--- src/rtl/uart_pkg.sv ---
// Shared definitions for the 32-bit-word UART: FSM encodings, APB register map, STATUS layout.
// UART_TX_PARITY_EN adds the PARITY state between the last data bit and the stop bit.
package uart_pkg;

  localparam int DATA_BITS = 32;

  localparam logic START_BIT = 1'b0;
  localparam logic STOP_BIT  = 1'b1;

  localparam logic [3:0] ADDR_TXDATA = 4'h0;
  localparam logic [3:0] ADDR_STATUS = 4'h4;

  localparam int STAT_EMPTY   = 0;
  localparam int STAT_FULL    = 1;
  localparam int STAT_BUSY    = 2;
  localparam int STAT_OVF     = 3;
  localparam int STAT_CNT_LSB = 8;
  localparam int STAT_CNT_MSB = 15;

  typedef enum logic [2:0] {
    ST_IDLE   = 3'd0,
    ST_START  = 3'd1,
    ST_DATA   = 3'd2,
`ifdef UART_TX_PARITY_EN
    ST_PARITY = 3'd4,
`endif
    ST_STOP   = 3'd3
  } tx_state_e;

  function automatic logic even_parity(input logic [DATA_BITS-1:0] word);
    return ^word;
  endfunction

endpackage

--- src/rtl/uart_tx_fifo.sv ---
// Synchronous first-word-fall-through FIFO holding words waiting for the serializer.
// A push while full is accepted only when a pop happens in the same cycle.
module uart_tx_fifo #(
  parameter int WIDTH = 32,
  parameter int DEPTH = 4,
  localparam int AW = $clog2(DEPTH),
  localparam int CW = AW + 1
) (
  input  logic             i_clk,
  input  logic             i_rst,
  input  logic             i_push,
  input  logic             i_pop,
  input  logic [WIDTH-1:0] i_din,
  output logic [WIDTH-1:0] o_dout,
  output logic             o_full,
  output logic             o_empty,
  output logic [CW-1:0]    o_count
);

  logic [WIDTH-1:0] r_mem [DEPTH];
  logic [AW-1:0]    r_wr_ptr;
  logic [AW-1:0]    r_rd_ptr;
  logic [CW-1:0]    r_count;
  logic             w_push;
  logic             w_pop;

  assign o_full  = (r_count == CW'(DEPTH));
  assign o_empty = (r_count == '0);
  assign o_count = r_count;
  assign o_dout  = r_mem[r_rd_ptr];

  assign w_pop  = i_pop & ~o_empty;
  assign w_push = i_push & (~o_full | w_pop);

  always_ff @(posedge i_clk) begin
    if (i_rst) begin
      r_wr_ptr <= '0;
      r_rd_ptr <= '0;
      r_count  <= '0;
    end else begin
      if (w_push) r_wr_ptr <= r_wr_ptr + 1'b1;
      if (w_pop)  r_rd_ptr <= r_rd_ptr + 1'b1;
      case ({w_push, w_pop})
        2'b10:   r_count <= r_count + 1'b1;
        2'b01:   r_count <= r_count - 1'b1;
        default: r_count <= r_count;
      endcase
    end
  end

  // NOTE: storage has no reset; the pointers and count alone define which entries are valid.
  always_ff @(posedge i_clk) begin
    if (w_push) r_mem[r_wr_ptr] <= i_din;
  end

endmodule

--- src/rtl/uart_word_tx.sv ---
// APB-fed UART transmitter: queued 32-bit words are sent as start, 32 data bits LSB first, stop.
// Define UART_TX_PARITY_EN to insert an even-parity bit before the stop bit.
module uart_word_tx
  import uart_pkg::*;
#(
  parameter int CLKS_PER_BIT = 1042,
  parameter int FIFO_DEPTH   = 4
) (
  input  logic        PCLK,
  input  logic        PRESET,
  input  logic        PSEL,
  input  logic        PENABLE,
  input  logic        PWRITE,
  input  logic [31:0] PADDR,
  input  logic [31:0] PWDATA,
  output logic [31:0] PRDATA,
  output logic        PREADY,
  output logic        tx,
  output logic        txDone,
  output logic        TxBusy
);

  localparam int CNT_W = $clog2(CLKS_PER_BIT);
  localparam int CW    = $clog2(FIFO_DEPTH) + 1;
  localparam int IDX_W = $clog2(DATA_BITS);

  localparam logic [CNT_W-1:0] CNT_LAST = CNT_W'(CLKS_PER_BIT - 1);
  localparam logic [CNT_W-1:0] CNT_DONE = CNT_W'(CLKS_PER_BIT - 2);
  localparam logic [IDX_W-1:0] IDX_LAST = IDX_W'(DATA_BITS - 1);

  tx_state_e            r_state, w_state_nxt;
  logic [CNT_W-1:0]     r_cnt, w_cnt_nxt;
  logic [IDX_W-1:0]     r_idx, w_idx_nxt;
  logic [DATA_BITS-1:0] r_shift, w_shift_nxt;
  logic                 r_tx, r_done, r_busy, r_ovf;
  logic [31:0]          r_prdata;
  logic                 w_tx_nxt, w_bit_end, w_pop;
`ifdef UART_TX_PARITY_EN
  logic                 r_parity, w_parity_nxt;
`endif

  logic                 w_access, w_wr_data, w_rd, w_rd_status, w_drop;
  logic [DATA_BITS-1:0] w_fifo_dout;
  logic                 w_full, w_empty;
  logic [CW-1:0]        w_count;
  logic [31:0]          w_status;
  logic                 w_unused;

  assign w_access    = PSEL & PENABLE;
  assign w_wr_data   = w_access & PWRITE & (PADDR[3:2] == ADDR_TXDATA[3:2]);
  assign w_rd        = w_access & ~PWRITE;
  assign w_rd_status = w_rd & (PADDR[3:2] == ADDR_STATUS[3:2]);
  assign w_drop      = w_wr_data & w_full & ~w_pop;
  assign w_unused    = ^{PADDR[31:4], PADDR[1:0]};

  uart_tx_fifo #(
    .WIDTH (DATA_BITS),
    .DEPTH (FIFO_DEPTH)
  ) u_fifo (
    .i_clk   (PCLK),
    .i_rst   (PRESET),
    .i_push  (w_wr_data),
    .i_pop   (w_pop),
    .i_din   (PWDATA),
    .o_dout  (w_fifo_dout),
    .o_full  (w_full),
    .o_empty (w_empty),
    .o_count (w_count)
  );

  always_comb begin
    w_status                            = '0;
    w_status[STAT_CNT_MSB:STAT_CNT_LSB] = 8'(w_count);
    w_status[STAT_OVF]                  = r_ovf;
    w_status[STAT_BUSY]                 = r_busy;
    w_status[STAT_FULL]                 = w_full;
    w_status[STAT_EMPTY]                = w_empty;
  end

  // Overflow is captured into PRDATA on the same edge that clears it.
  always_ff @(posedge PCLK) begin
    if (PRESET) begin
      r_prdata <= '0;
      r_ovf    <= 1'b0;
    end else begin
      if (w_rd) r_prdata <= w_rd_status ? w_status : '0;
      if (w_drop)           r_ovf <= 1'b1;
      else if (w_rd_status) r_ovf <= 1'b0;
    end
  end

  assign w_bit_end = (r_cnt == CNT_LAST);

  // NOTE: every signal written here gets a default first, so no path leaves one unassigned (no latches).
  always_comb begin
    w_state_nxt = r_state;
    w_shift_nxt = r_shift;
    w_idx_nxt   = r_idx;
    w_pop       = 1'b0;
`ifdef UART_TX_PARITY_EN
    w_parity_nxt = r_parity;
`endif
    case (r_state)
      ST_IDLE: begin
        if (!w_empty) begin
          w_pop       = 1'b1;
          w_shift_nxt = w_fifo_dout;
          w_idx_nxt   = '0;
`ifdef UART_TX_PARITY_EN
          w_parity_nxt = even_parity(w_fifo_dout);
`endif
          w_state_nxt = ST_START;
        end
      end
      ST_START: if (w_bit_end) w_state_nxt = ST_DATA;
      ST_DATA: begin
        if (w_bit_end) begin
          w_shift_nxt = {1'b0, r_shift[DATA_BITS-1:1]};
          w_idx_nxt   = r_idx + 1'b1;
          if (r_idx == IDX_LAST) begin
`ifdef UART_TX_PARITY_EN
            w_state_nxt = ST_PARITY;
`else
            w_state_nxt = ST_STOP;
`endif
          end
        end
      end
`ifdef UART_TX_PARITY_EN
      ST_PARITY: if (w_bit_end) w_state_nxt = ST_STOP;
`endif
      ST_STOP: if (w_bit_end) w_state_nxt = ST_IDLE;
      default: w_state_nxt = ST_IDLE;
    endcase

    w_cnt_nxt = (r_state == ST_IDLE || w_bit_end) ? '0 : r_cnt + 1'b1;

    // tx is registered from the next state so the line level changes exactly on the state edge.
    case (w_state_nxt)
      ST_START:  w_tx_nxt = START_BIT;
      ST_DATA:   w_tx_nxt = w_shift_nxt[0];
`ifdef UART_TX_PARITY_EN
      ST_PARITY: w_tx_nxt = w_parity_nxt;
`endif
      default:   w_tx_nxt = STOP_BIT;
    endcase
  end

  // NOTE: sequential state uses non-blocking assignments so every register samples pre-edge values.
  always_ff @(posedge PCLK) begin
    if (PRESET) begin
      r_state <= ST_IDLE;
      r_cnt   <= '0;
      r_idx   <= '0;
      r_shift <= '0;
      r_tx    <= STOP_BIT;
      r_done  <= 1'b0;
      r_busy  <= 1'b0;
`ifdef UART_TX_PARITY_EN
      r_parity <= 1'b0;
`endif
    end else begin
      r_state <= w_state_nxt;
      r_cnt   <= w_cnt_nxt;
      r_idx   <= w_idx_nxt;
      r_shift <= w_shift_nxt;
      r_tx    <= w_tx_nxt;
      r_busy  <= (w_state_nxt != ST_IDLE);
      r_done  <= (r_state == ST_STOP) && (r_cnt == CNT_DONE);
`ifdef UART_TX_PARITY_EN
      r_parity <= w_parity_nxt;
`endif
    end
  end

  assign PRDATA = r_prdata;
  assign PREADY = 1'b1;
  assign tx     = r_tx;
  assign txDone = r_done;
  assign TxBusy = r_busy;

endmodule

--- config.mk ---
export PLATFORM = sky130hd
export DESIGN_NAME = uart_word_tx
export DESIGN_NICKNAME = d
export VERILOG_FILES = /design/src/rtl/uart_pkg.sv /design/src/rtl/uart_tx_fifo.sv /design/src/rtl/uart_word_tx.sv
export SDC_FILE = /design/constraint.sdc
export NUM_CORES = 1
export LEC_CHECK = 0
export ABC_AREA = 1
export CAP_MARGIN = 20
export CELL_PAD_IN_SITES_DETAIL_PLACEMENT = 0
export CELL_PAD_IN_SITES_GLOBAL_PLACEMENT = 1
export CORE_UTILIZATION = 43
export DETAILED_ROUTE_END_ITERATION = 16
export PLACE_DENSITY = 0.83
export SLEW_MARGIN = 10
export SYNTH_ARGS = -nofsm -noshare
export SYNTH_HDL_FRONTEND = slang
export SYNTH_SLANG_ARGS = --single-unit
--- constraint.sdc ---
create_clock -name PCLK -period 4 [get_ports PCLK]
set_input_delay 0.8 -clock PCLK [delete_from_list [all_inputs] [get_ports PCLK]]
set_output_delay 0.8 -clock PCLK [all_outputs]
set_load 0.01 [all_outputs]
Yosys cells after proc, flatten, opt, wreduce, memory -nomap -nowiden
Memories as Yosys holds them, arrays and structs flattened. A register that Yosys moved wholly into a read port is not among the register bits.
Index checks and enable logic that the tools add are counted.
{"block": "totals", "ram_bits": 128, "register_bits": 94, "input_bits": 69, "output_inout_bits": 36, "memories": 1, "elab_cells": 82}
{"name": "u_fifo.r_mem", "depth": 4, "width": 32, "read_ports": 1, "rd_ports_with_merged_regs": 1, "write_ports": 1, "line": "uart_tx_fifo.sv:20", "rtl": "logic [WIDTH-1:0] r_mem [DEPTH];"}
{"block": "classes", "reduce_logical": 11, "add_sub_neg": 6, "bitwise": 14, "n_eq_ne": 14, "n_mux": 23}
{"cell": "$mux 32", "n": 2}
{"cell": "$pmux 32 s2", "n": 1}
{"cell": "$eq 11x11->1 const B", "n": 2}
{"cell": "$mux 3", "n": 5}
{"cell": "$pmux 3 s4", "n": 1}
{"cell": "$add 11x1->11 const B", "n": 1}
{"cell": "$mux 11", "n": 1}
{"cell": "$mux 5", "n": 2}
{"cell": "$pmux 5 s2", "n": 1}
{"cell": "$and 1x1->1", "n": 9}
{"cell": "$eq 3x2->1 const B", "n": 3}
{"cell": "$eq 3x1->1 const B", "n": 2}
{"cell": "$logic_not 3->1", "n": 2}
{"cell": "$mux 1", "n": 6}
{"cell": "$pmux 3 s2", "n": 1}
{"cell": "$reduce_bool 2->1", "n": 3}
{"cell": "$add 5x1->5 const B", "n": 1}
{"cell": "$eq 5x5->1 const B", "n": 1}
{"cell": "$add 2x1->2 const B", "n": 2}
{"cell": "$eq 2x1->1 const B", "n": 2}
{"cell": "$mux 2", "n": 2}
{"cell": "$ne 2x2->1 const B", "n": 2}
{"cell": "$not 1->1", "n": 4}
{"cell": "$add 3x1->3 const B", "n": 1}
{"cell": "other kinds (11)", "n": 11}

Depth between registers and ports, before layout
Gate-level depths: netlist of the first run.
{"block": "logic_depth", "depth_word": 8, "depth_mapped": 13, "mapped_depth_nobuf": 12}

Modules after synthesis
A second synthesis of the first run with hierarchy kept.
{"block": "unflattened", "cells_unflattened": 768, "area_unflattened_um2": 8165.3}
{"module": "uart_tx_fifo", "n_inst": 1, "seq_area_each_um2": 4023.9, "area_per_inst_um2": 5246.3, "cells_each": 376}
{"module": "uart_word_tx", "n_inst": 1, "seq_area_each_um2": 1241.2, "area_per_inst_um2": 2919.0, "cells_each": 392}

Least setup slack after synthesis of the first run
Ideal clock, no wire load.
{"block": "synth_timing", "path_type": "input -> register", "startpoint": "in PADDR[2]", "endpoint": "mem u_fifo.r_mem[0][0], enable pin", "setup_ps": 421, "path_buffers": 0, "t_required_ps": 3579, "t_arrival_ps": 2698, "path_slack_ps": 881, "cell_stages": 5, "cell_sequence": "inv_1 nand3_1 nor2_1 o21ai_4 nor2_1"}
{"block": "synth_via", "elab_chain_cells": 5}
{"item": "start: declaration", "line": "uart_word_tx.sv:14", "rtl": "input logic [31:0] PADDR,"}
{"item": "$logic_not 2->1", "line": "uart_word_tx.sv:50", "rtl": "assign w_wr_data = w_access & PWRITE & (PADDR[3:2] == ADDR_TXDATA[3:2]);"}
{"item": "$and 1x1->1", "line": "uart_word_tx.sv:50"}
{"item": "$and 1x1->1", "line": "uart_tx_fifo.sv:33", "rtl": "assign w_push = i_push & (~o_full | w_pop);"}
{"item": "$mux 1", "line": "uart_tx_fifo.sv:53", "rtl": "if (w_push) r_mem[r_wr_ptr] <= i_din;"}
{"item": "$mux 1 (not written as such)", "line": "uart_tx_fifo.sv:53"}
{"item": "end: declaration", "line": "uart_tx_fifo.sv:20"}
Every way passes these cells.

Worst setup path in the final report of the first run
{"block": "layout_timing", "startpoint": "in PADDR[3]", "endpoint": "mem u_fifo.r_mem[2][5], enable pin"}
The elaborated chain is that of the path after synthesis.

==> results of run 1 <==
==> power by group <==
part / internal, mW / total [mW] / leakage, nW / switching, mW
sequential: 2.33 / 2.41 / 1.73 / 0.0818
clock: 0.851 / 1.63 / 0.278 / 0.776
combinational: 0.382 / 1.14 / 1.50 / 0.763
==> cell type report <==
| class | count | area (um2) |
|---|---|---|
| flip-flops and latches | 199 | 5270 |
| repair buffers | 56 | 586 |
| inverters | 46 | 178 |
| clock inverters | 12 | 115 |
| well taps | 260 | 325 |
| multi-input cells | 541 | 2560 |
| clock buffers | 20 | 457 |
| fillers | 1708 | 9340 |
==> through the flow <==
stage          instances  power (mW)  worst slack, ns
6_report            1134        5.18             1.44
5_1_grt             1134        5.51             1.34
4_1_cts             1134        5.23             1.45
3_5_place_dp        1102        3.61            0.981
3_3_place_gp        1102        3.59            0.970
2_1_floorplan        848        3.40            0.881
==> flip-flops by register name, indices dropped and copies added (netlist names), named ones only <==
| register | cells |
|---|---|
| r_state | 3 |
| u_fifo.r_wr_ptr | 2 |
| txDone | 1 |
| PRDATA | 7 |
| r_shift | 32 |
| r_cnt | 11 |
| u_fifo.r_mem | 128 |
| TxBusy | 1 |
| tx | 1 |
| u_fifo.r_rd_ptr | 2 |
| r_idx | 5 |
| r_ovf | 1 |
| u_fifo.o_count | 3 |
==> metal layers <==
metal / vias to the layer above / GRT usage (%) / part of all wire (%)
met5: - / 0 / 0
met4: 0 / 6.01 / 1.4
met3: 17 / 3.53 / 4.1
met2: 118 / 27.6 / 49
met1: 2473 / 20.7 / 45
li1: 2790 / - / -
==> cells by family after synthesis <==
logic type	count (synthesis)	synth area share (%)
XOR/XNOR	1	0.106
other	2	0.0905
buffers and inverters	108	7.12
adder cells (fa/ha/maj)	10	1.60
flip-flops	199	63.5
AO/OA/AOI/OAI	159	9.97
AND/OR/NAND/NOR	344	17.6
==> worst max-delay path, cell delays in order <==
cell and delay [ns]:
clkdlybuf4s50_1 0.43, inv_1 0.06, nand3_1 0.07, nor2_1 0.33, o21ai_4 0.24, nor2_4 0.49, buf_12 0.25
==> worst paths after layout <==
check | endpoint | slack, ns
max | u_fifo.r_mem[2][5]$_DFFE_PP_ | 1.44
min | PRDATA[9]$_SDFFE_PP0P_ | 0.46
max reg2reg | u_fifo.o_count[2]$_SDFFE_PP0P_ | 1.81
min reg2reg | PRDATA[9]$_SDFFE_PP0P_ | 0.46
==> synthesized netlist by cell type (5+ instances only) <==
library cell  count
a21oi_1          52
dfxtp_1          71
buf_6             9
nor2_1          139
ha_1              9
inv_1            39
buf_2            12
o21ai_0          83
clkbuf_1         14
edfxtp_1        128
nand3_1          20
o21ai_1          16
nor3_1            8
nand4_1           5
nor2_2            5
nand2_1         149
buf_4            26
==> summary.txt, run 1 <==
Logic synthesis
  – Fraction of registers with async set/reset: 0%
  – Synthesized area: ~0.0083 mm2
  – Synthesized netlist cell count: approximately 820
  – Area fraction of the dominant cell type after synthesis: roughly 46%
  – FF+latch count, synth: approximately 200
  – Cell taking the most area after synthesis: edfxtp_1
  – Post-synth EDFFs: around 130
  – Top cells by area, synth: edfxtp_1 (46%), dfxtp_1 (17%), nand2_1 (6.7%), nor2_1 (6.3%), o21ai_0 (5.0%)
  – Post-synthesis cell type count: 39
  – Synth Flop Type: edfxtp_1
  – Syn avg cell area: slightly above 10 um2
  – Ys Warns: 0
  – Seq/Total Area, Yosys: a little under two thirds

Setup path
  – Critical path endpoint category: register
  – Start point of the critical path: PADDR[3]
  – Worst Path Arrival: 2.70 ns
  – Critical R2R Launch: u_fifo.o_count[0]$_SDFFE_PP0P_
  – Critical path peak fanout: 18
  – Critical Path RT: 4.15 ns
  – Startpoint Class: primary input
  – FF-to-FF path depth: 9
  – Class of the most critical setup path: primary input to register

Layout
  – Util after Layout: between 50% and 60%
  – Area Overhead vs Synth: 14.4%
  – Design Area, Final: between 0.009 and 0.01 mm2
  – Antenna cells: 0
  – Layout cell share with drive strength beyond 1: under 10%
  – Leading cell types in the layout, fill and taps excluded: nand2_1 (149), nor2_1 (135), edfxtp_1 (128)
  – Commonest non-fill, non-tap cell in the layout: nand2_1
  – Nets: 940

STA
  – Max Slew Vio Count: 0
  – Relative slew slack: a little under two fifths
  – Final period util: 63.9%
  – Final setup vio count: 0
  – Sum Neg Setup Slack: 0 ns
  – Peak Freq: 391 MHz
  – RSZ-0062 raised after global routing: no
  – Slew @ Worst Pin: a little over 0.9 ns
  – Crit path time final: about 2.6 ns
  – Final Hold Fails: 0
  – Worst hold margin: between 0.4 and 0.5 ns
  – Fin Clk Skew: roughly 0.012 ns

Global route
  – Initial antenna violation count: 0
  – GRT Resource Usage Total: between 10% and 20%
  – Vias in the first global route: between 5000 and 6000
  – Largest net degree at the start of global routing: between 60 and 70
  – Global-route wire length before repair: 25000 um
  – Global route overflow: 0

Min path
  – Min-Delay Startpoint: PRDATA[9]$_SDFFE_PP0P_
  – Worst min-delay path class: register to register
  – Hold path depth: 2

Detailed routing
  – Vias: 5398
  – Wire per inst: 13.0 um
  – Final ANT Viol Nets: 0
  – Vias per cell: approximately 4.8
  – DRT Pass-1 Iters: 4
  – DRC: 0
  – Routed Wire Length: about 15000 um
  – Initial drt markers: 324

Clock network
  – Clock slew at reported path FFs: about 0.07 ns
  – Clock latency at the later pin of the worst-skew pair: ~0.44 ns
  – Setup bufs post-CTS: 0
  – TritonCTS clock tree: yes
  – H-tree depth: 4
  – Clock Tree Buf Depth: 2
  – Cts hold-fix bufs: 0
  – Post-CTS Resized: 0
  – CTS Root Cell: clkbuf_16
  – Total clock sinks: 199
  – Num CTS Buffers: 17

Power and ir drop
  – Max rail drop VDD: 0.322 mV
  – PwrDens: ~550 mW/mm2
  – LEAKAGE: approximately 3.5 nW

Floorplanning
  – IO Count: between 100 and 150
  – Die W: ~140 um
  – Die Ht: between 100 and 150 um
  – Core Footprint: between 0.015 and 0.02 mm2
  – Starting density of the core: around 44%
  – Die area: 0.0199 mm2
  – Row Count: 50

Run status
  – Status: complete, no violations

Placement
  – DP Wirelength: about 8500 um
  – Routability cong.: about 0.7
  – # port buffers: 48
  – DP Area: between 0.008 and 0.009 mm2

Flow run
  – Max-cap violation count: 0
Note: power is estimated with default switching activity, not from simulation.
==> inputs of run 2 (changes only) <==
==> constraint.sdc (replaced) <==
create_clock -name PCLK -period 2.5 [get_ports PCLK]
set_input_delay 0.5 -clock PCLK [delete_from_list [all_inputs] [get_ports PCLK]]
set_output_delay 0.5 -clock PCLK [all_outputs]
set_load 0.01 [all_outputs]
==> summary.txt, run 2 (same netlist as run 1, synthesis figures left out) <==
Placement
  – DP Wirelength: 8750 um (was 8490 um)
  – # port buffers: 48 (unchanged)
  – Routability cong.: 0.728 (was 0.713)

Power and ir drop
  – PwrDens: 867 mW/mm2 (was 546 mW/mm2)
  – Clock power share: 31.2% (was 31.4%)
  – Cell Int Power: 5.67 mW (was 3.56 mW)
  – Total Power: 8.28 mW (was 5.18 mW)
  – Comb pwr share: 22.3% (was 22.1%)
  – Sw frac: 31.6% (was 31.3%)
  – Max rail drop VDD: 0.534 mV (was 0.322 mV)
  – Seq pwr share: 46.5% (about the same)
  – LEAKAGE: 3.53 nW (was 3.50 nW)
  – Sw Pwr: 2.62 mW (was 1.62 mW)

Global route
  – Global route overflow: 0 (unchanged)
  – GRT Resource Usage Total: 16.1% (was 16.4%)
  – Vias in the first global route: 5152 (was 5158)
  – Largest net degree at the start of global routing: 65 (unchanged)
  – Global-route wire length before repair: 24900 um (was 25000 um)
  – Initial antenna violation count: 0 (unchanged)

Setup path
  – FF-to-FF path depth: 9 (unchanged)
  – Startpoint Class: register (was primary input)
  – Critical R2R Launch: u_fifo.o_count[0]$_SDFFE_PP0P_ (unchanged)
  – CP endpoint: u_fifo.o_count[2]$_SDFFE_PP0P_ (was u_fifo.r_mem[2][5]$_DFFE_PP_)
  – RR Endpoint: u_fifo.o_count[2]$_SDFFE_PP0P_ (unchanged)
  – Class of the most critical setup path: register to register (was primary input to register)
  – Critical path endpoint category: register (unchanged)
  – Start point of the critical path: u_fifo.o_count[0]$_SDFFE_PP0P_ (was PADDR[3])
  – Worst Path Arrival: 2.21 ns (was 2.70 ns)
  – R2R Setup Slk: 0.61 ns (was 1.81 ns)
  – Critical path peak fanout: 4 (was 18)
  – Critical Path RT: 2.82 ns (was 4.15 ns)

Clock network
  – Clock Tree Buf Depth: 2 (unchanged)
  – Clock slew at reported path FFs: 0.07 ns (about the same)
  – H-tree depth: 4 (unchanged)
  – TritonCTS clock tree: yes (unchanged)
  – Post-CTS Resized: 0 (unchanged)
  – Setup bufs post-CTS: 0 (unchanged)
  – CTS Root Cell: clkbuf_16 (unchanged)
  – Clock latency at the later pin of the worst-skew pair: 0.43 ns (was 0.44 ns)
  – Num CTS Buffers: 17 (unchanged)
  – Total clock sinks: 199 (unchanged)
  – Cts hold-fix bufs: 0 (unchanged)

STA
  – Peak Freq: between 500 and 600 MHz
  – Worst hold margin: 0.463 ns (about the same)
  – Final Hold Fails: 0 (unchanged)
  – Crit path time final: about 1.9 ns
  – Final period util: roughly three quarters
  – RSZ-0062 raised after global routing: no (unchanged)
  – Final setup vio count: 0 (unchanged)
  – Slew @ Worst Pin: 0.739 ns (was 0.926 ns)
  – Fin Clk Skew: 0.0140 ns (was 0.0121 ns)
  – Max Slew Vio Count: 0 (unchanged)
  – Relative slew slack: 50.7% (was 38.2%)

Detailed routing
  – Wire per inst: 13.0 um (about the same)
  – DRT Pass-1 Iters: 4 (unchanged)
  – Initial drt markers: 293 (was 324)
  – DRC: 0 (unchanged)
  – Final ANT Viol Nets: 0 (unchanged)
  – Vias: 5397 (was 5398)
  – Routed Wire Length: 14800 um (about the same)
  – Vias per cell: 4.72 (was 4.76)

Layout
  – Max reg flops: 128 (unchanged)
  – Area Overhead vs Synth: 15.1% (was 14.4%)
  – Top flop regs: u_fifo.r_mem: 128 flops, r_shift: 32 flops, r_cnt: 11 flops (unchanged)
  – Commonest non-fill, non-tap cell in the layout: nand2_1 (unchanged)
  – Nets: 949 (was 940)
  – Fill count: 1695 (was 1708)
  – Layout cell share with drive strength beyond 1: 9.40% (was 8.35%)
  – Register with the most flip-flops: u_fifo.r_mem (unchanged)
  – Leading cell types in the layout, fill and taps excluded: nand2_1 (149), nor2_1 (135), edfxtp_1 (128) (unchanged)
  – Antenna cells: 0 (unchanged)

Floorplanning
  – Die Ht: 141 um (unchanged)
  – Core Footprint: 0.0188 mm2 (unchanged)
  – Die W: 141 um (unchanged)
  – Die area: 0.0199 mm2 (unchanged)
  – IO Count: 105 (unchanged)
  – Row Count: 50 (unchanged)
  – Starting density of the core: 44.1% (unchanged)

Min path
  – Worst min-delay path class: register to register (unchanged)

Run status
  – Status: complete, no violations (unchanged)

Flow run
  – Max-cap violation count: 0 (unchanged)
==> run 2: cell count changes in the layout (fill, tap and decap cells not counted), sizes merged <==
| cell | previous run | this run |
|---|---|---|
| clkbuf | 20 | 17 |
| clkinvlp | 1 | 4 |
| inv | 49 | 51 |
| buf | 9 | 18 |
| clkinv | 8 | 6 |
==> run 2: stage by stage <==
step / setup TNS [ns] / cell area [um2] / util, % / cells / setup slack, ns
2_1_floorplan: -40.85 / 8390 / - / 848 / -0.319
3_3_place_gp: 0 / 8990 / 47.7 / 1111 / 0.184
3_5_place_dp: 0 / 8990 / 47.7 / 1111 / 0.168
4_1_cts: 0 / 9550 / 50.7 / 1143 / 0.602
5_1_grt: 0 / 9550 / 50.7 / 1143 / 0.415
6_report: 0 / 9550 / 50.7 / 1143 / 0.612
==> run 2: critical path, stage by stage (launching register included) <==
cell and delay (ns):
dfxtp_1 0.35, inv_1 0.14, nand3_1 0.20, o21ai_4 0.24
nand2_4 0.08, fa_1 0.38, inv_1 0.07, nand4_1 0.11
a21oi_1 0.16, nor2_1 0.05
==> run 2: metal layers <==
metal | track usage [%] | vias up | share of wire [%]
met5 | 0 | - | 0
met4 | 4.86 | 0 | 0.88
met3 | 3.77 | 10 | 3.6
met2 | 27.7 | 104 | 48
met1 | 20.2 | 2486 | 47
li1 | - | 2797 | -
==> run 2: worst min-delay path by stage <==
stage                                  from                 endpoint  slack (ns)  depth (start not counted)
floorplan             r_idx[2]$_SDFFE_PP0P_    r_idx[2]$_SDFFE_PP0P_        0.44                          2
global placement         r_ovf$_SDFFE_PP0P_   PRDATA[3]$_SDFFE_PP0P_        0.45                          2
detailed placement       r_ovf$_SDFFE_PP0P_   PRDATA[3]$_SDFFE_PP0P_        0.45                          2
CTS                 PRDATA[10]$_SDFFE_PP0P_  PRDATA[10]$_SDFFE_PP0P_        0.47                          2
global route              TxBusy$_SDFF_PP0_   PRDATA[2]$_SDFFE_PP0P_        0.48                          2
finish                    TxBusy$_SDFF_PP0_   PRDATA[2]$_SDFFE_PP0P_        0.46                          2
==> run 2: power by group through the flow <==
stage,Clock (mW),Sequential [mW],Combinational (mW)
after CTS,2.63,3.85,1.88
after detailed placement,0,3.92,1.87
after floorplan,0,3.90,1.54
final,2.58,3.85,1.85
after global placement,0,3.92,1.85
after global routing,2.76,3.88,2.14
==> run 2: area by class of cell <==
class,count,area [um2],share of cell area (%)
clock buffers,17,425,4.45
clock inverters,15,140,1.47
inverters,46,178,1.86
multi-input cells,541,2560,26.8
flip-flops and latches,199,5270,55.1
well taps,260,325,3.41
repair buffers,65,653,6.84
